[config.mk]
export PLATFORM = sky130hd
export DESIGN_NAME = multi_digit_counter
export DESIGN_NICKNAME = d
export VERILOG_FILES = /design/src/rtl/multi_digit_counter.sv
export SDC_FILE = /design/constraint.sdc
export NUM_CORES = 1
export LEC_CHECK = 0
export CORE_MARGIN = 2
export CORE_UTILIZATION = 48
export CTS_BUF_LIST = sky130_fd_sc_hd__clkbuf_4 sky130_fd_sc_hd__clkbuf_8
export CTS_CLUSTER_SIZE = 8
export DETAILED_ROUTE_END_ITERATION = 8
export PLACE_DENSITY = 0.82
export SLEW_MARGIN = 20
export SYNTH_ARGS = -nofsm -noshare
export SYNTH_HDL_FRONTEND = slang
export SYNTH_SLANG_ARGS = --single-unit
[constraint.sdc]
create_clock -name clk -period 2.3 [get_ports clk]
set_input_delay 0.46 -clock clk [delete_from_list [all_inputs] [get_ports clk]]
set_output_delay 0.46 -clock clk [all_outputs]
set_load 0.1 [all_outputs]
[src/rtl/multi_digit_counter.sv]
// Cascaded modulo-RADIX up/down counter of DIGITS 4-bit digits with load and ripple carry out.
// Defining MULTI_DIGIT_COUNTER_SYNC_CLR_EN adds the synchronous active-low clear input sclr_n.
module multi_digit_counter #(
  parameter int unsigned DIGITS = 2,
  parameter int unsigned RADIX  = 10
) (
  input  logic                  clk,
  input  logic                  clr_n,
  input  logic                  ld_n,
  input  logic                  ent,
  input  logic                  enp,
  input  logic                  u_d,
`ifdef MULTI_DIGIT_COUNTER_SYNC_CLR_EN
  input  logic                  sclr_n,
`endif
  input  logic [4*DIGITS-1:0]   d,
  output logic [4*DIGITS-1:0]   q,
  output logic                  rco
);

  localparam int unsigned W         = 4 * DIGITS;
  localparam logic [3:0]  MAX_DIGIT = 4'(RADIX - 1);

  logic [W-1:0] q_q;
  logic [W-1:0] q_d;
  logic [W-1:0] cnt_val;
  logic         all_term;

  // Ripple the carry/borrow through the digits; a digit only steps when every lower digit terminates.
  always_comb begin
    logic run;
    logic term;
    logic [3:0] dig;
    run     = 1'b1;
    term    = 1'b0;
    dig     = 4'd0;
    cnt_val = q_q;
    for (int k = 0; k < int'(DIGITS); k++) begin
      dig  = q_q[4*k +: 4];
      term = u_d ? (dig >= MAX_DIGIT) : (dig == 4'd0);
      if (run) begin
        if (term) begin
          cnt_val[4*k +: 4] = u_d ? 4'd0 : MAX_DIGIT;
        end else begin
          cnt_val[4*k +: 4] = u_d ? (dig + 4'd1) : (dig - 4'd1);
        end
      end
      run = run & term;
    end
    all_term = run;
  end

  // Next state: (sync clear), load, count, hold.
  always_comb begin
    q_d = q_q;
    if (!ld_n) begin
      q_d = d;
    end else if (ent && enp) begin
      q_d = cnt_val;
    end
`ifdef MULTI_DIGIT_COUNTER_SYNC_CLR_EN
    if (!sclr_n) begin
      q_d = '0;
    end
`endif
  end

  always_ff @(posedge clk or negedge clr_n) begin
    if (!clr_n) begin
      q_q <= '0;
    end else begin
      q_q <= q_d;
    end
  end

  assign q   = q_q;
  assign rco = ent & all_term;

endmodule
==> results <==
==> cell usage in the layout, fill, tap and decap left out, types with 2 or more instances in the layout <==
cell,instances
nand2_1,2
o21ai_0,4
o311a_1,2
a22oi_1,2
dfrtp_4,7
inv_1,5
buf_4,17
clkbuf_4,3
nand4_1,3
fa_1,2
ha_1,4
a31o_1,2
a31oi_1,2
a21oi_1,8
nor3_4,2
a21oi_2,3
nand3_1,4
clkdlybuf4s50_1,13
nor2_1,11
==> synth_stat cells <==
cell and instances:
nor2_1 11, a21oi_1 10, dfrtp_1 8, inv_1 5
ha_1 4, nand3_1 4, o21ai_0 4, nand4_1 3
o311a_1 3, a22oi_1 2, a31o_1 2, a31oi_1 2
buf_4 2, fa_1 2, nand2_1 2, nor3_1 2
a2111oi_0 1, a211o_2 1, a21boi_0 1, a21o_1 1
a21oi_2 1, and2b_2 1, and3b_1 1, and4b_2 1
dlygate4sd1_1 1, mux2i_1 1, mux2i_2 1, nand2b_1 1
nand4b_1 1, nand4bb_1 1, nor3_4 1, nor3b_1 1
o211a_1 1, o22a_1 1, xnor2_1 1, xor2_1 1
==> where the power goes <==
| part | total, W | internal (W) | switching [W] |
|---|---|---|---|
| logic | 0.000346 | 0.000128 | 0.000218 |
| registers | 0.000202 | 0.000166 | 0.0000354 |
| clock network | 0.000111 | 0.0000599 | 0.0000509 |
| total | 0.000658 | 0.000354 | 0.000305 |
==> repair_timing <==
action,in CTS,in global routing
hold buffers,0,0
buffers inserted,0,1
resized for setup,0,4
pin swaps,1,1
setup endpoints to repair,1,1
==> layer usage <==
metal | GRT usage | wire length [um]
met3 | 0.03750 | 172
met4 | 0.05455 | 15
met1 | 0.3386 | 786
met5 | 0 | 0
met2 | 0.4000 | 972
==> cells by family (layout without fill, tap and decap cells) <==
family / count (synthesis) / in the layout / share of synthesized area
and+or+nand+nor: 30 / 30 / 0.2331
AOI/OAI and AO/OA: 30 / 30 / 0.2727
DFF: 8 / 8 / 0.2645
buffers and inverters: 8 / 40 / 0.05620
adders and majority gates: 6 / 6 / 0.1190
muxes: 2 / 2 / 0.03140
xor gates and xnor gates: 2 / 2 / 0.02314
==> path summary, 6_finish.rpt <==
path                       endpoint   from  cells after the start  slack, ns
setup / recovery                rco    u_d                      6       0.05
hold / removal                 q[0]  clr_n                      1       0.48
setup reg to reg               q[7]   q[2]                      4       0.50
hold reg to reg                q[6]   q[6]                      2       0.68
max in group asynchronous      q[7]  clr_n                      1       1.51
min in group clk               q[6]   q[6]                      2       0.68
==> cell type report <==
type | count | area share
Inverter | 5 | 0.01656
Sequential cell | 8 | 0.2009
Multi-Input combinational cell | 70 | 0.4901
Clock buffer | 3 | 0.01987
Timing Repair Buffer | 32 | 0.2550
Tap cell | 16 | 0.01766
==> metrics by stage <==
| stage | TNS [ns] | util | power [W] | instances |
|---|---|---|---|---|
| final | 0 | 0.7613 | 0.0006582 | 134 |
| after global routing | -0.002364 | 0.7613 | 0.0006984 | 134 |
| after CTS | 0 | 0.7412 | 0.0006533 | 133 |
| after detailed placement | -0.1195 | 0.7261 | 0.0005414 | 130 |
| after global placement | -0.005658 | 0.7261 | 0.0005296 | 130 |
| after floorplan | -0.04426 | - | 0.0004373 | 86 |
==> out/qor.yml <==
status:
  outcome: "completed"
grt:
  grt_max_degree: 12
  overflow: 0
  antenna_found_initial: 0
  grt_pass1_vias: 761
  grt_pass1_wl_mm: 3.450
  grt_usage: 0.2435
routing:
  postRouteAntennaNets: 0
  wire_per_inst_um: 14.52
  drt-total-wl_mm: 1.946
  drt-initial-drc-count: 25
  dr.pass1.iters: 4
  vias: 800
  viasPerCell: 5.970
  route.detailed.drc: 0
clock_tree:
  cts_made_buffers: 3
  cts.clk_slew.worst_paths_ns: 0.06
  numClockSinks: 8
  root_buffer: "clkbuf_4"
  clk_latency_ns: 0.26
  htree_levels: 1
  clockBufferDepth: 2
  cts_tree: "done"
sta:
  fin_crit_sh: 0.9803
  finalSetupViolations: 0
  clock-skew-final_ns: 0.01290
  max_freq_mhz: 443.5
  hold_ws_ns: 0.4770
  rsz0062_at_grt: "yes"
  slew_headroom: 0.7212
  worstMarginPinSlew_ns: 0.4101
  worst_slack_ns: 0.04533
  finalHoldViolCount: 0
  final_max_slew_viol_count: 0
  min_period_ns: 2.255
critical_path:
  cp_max_fo: 10
  critPathLaunchType: "primary input"
  worstSetupEndpointType: "output port"
  max_stage_delay_ns: 0.50
  critical_path_class: "primary input to output port"
  cp_cell_sequence: "clkdlybuf4s50_1 > buf_6 > o311a_4 > a21oi_2 > nor3b_4 > buf_12"
  worstPathRequired_ns: 1.84
  cp_slowest_cell: "clkdlybuf4s50_1"
  cp.arrival_ns: 1.79
  cp_num_buf_inv: 3
  critPathTopFamily: "buffers and inverters"
final_layout:
  fin_area_mm2: 0.001134
  multi_input_area_um2: 555.5
  seq_area_um2: 227.7
  drive_above_1_share: 0.3475
  largest_reg_flops: 8
  num_antenna_cells: 0
  final_nets: 140
  syn_to_final_growth_pct: 49.75
  fill_cells: 112
die:
  num_rows: 14
  start_util: 0.5084
  dieArea_mm2: 0.001911
  die_h_um: 43.71
  ioPinCount: 23
  die_width_um: 43.71
  core_area_mm2: 0.001489
yosys:
  netlist.area_leader.share: 0.2645
  yosys.area.top_type: "dfrtp_1"
  synth.avg_cell_area_um2: 8.802
  synth_cells: 86
  yosys_register_bits: 8
  ys_types: 36
  syn_area_um2: 757.0
  syn_nets: 106
  yosys-top-cells-area: "dfrtp_1 26%, a21oi_1 6.6%, ha_1 6.6%"
  ys_seq_area_frac: 0.2645
  ys_warn_count: 0
power_and_ir_drop:
  ir_worst_vdd_v: 0.0003780
  cellLeakagePower_nw: 0.4766
  powerDensity_mw_per_mm2: 580.7
worst_hold_path:
  hp-class: "primary input to async pin"
placed_design:
  pre_cts_slack_ns: -0.08483
  hpwlAfterDp_mm: 1.529
  placedInstanceArea_mm2: 0.001081
  gp_congestion: 0.8201
  io_buffer_count: 22
flow_run:
  cap_violations: 0
Power figures use the tool's default switching activity.
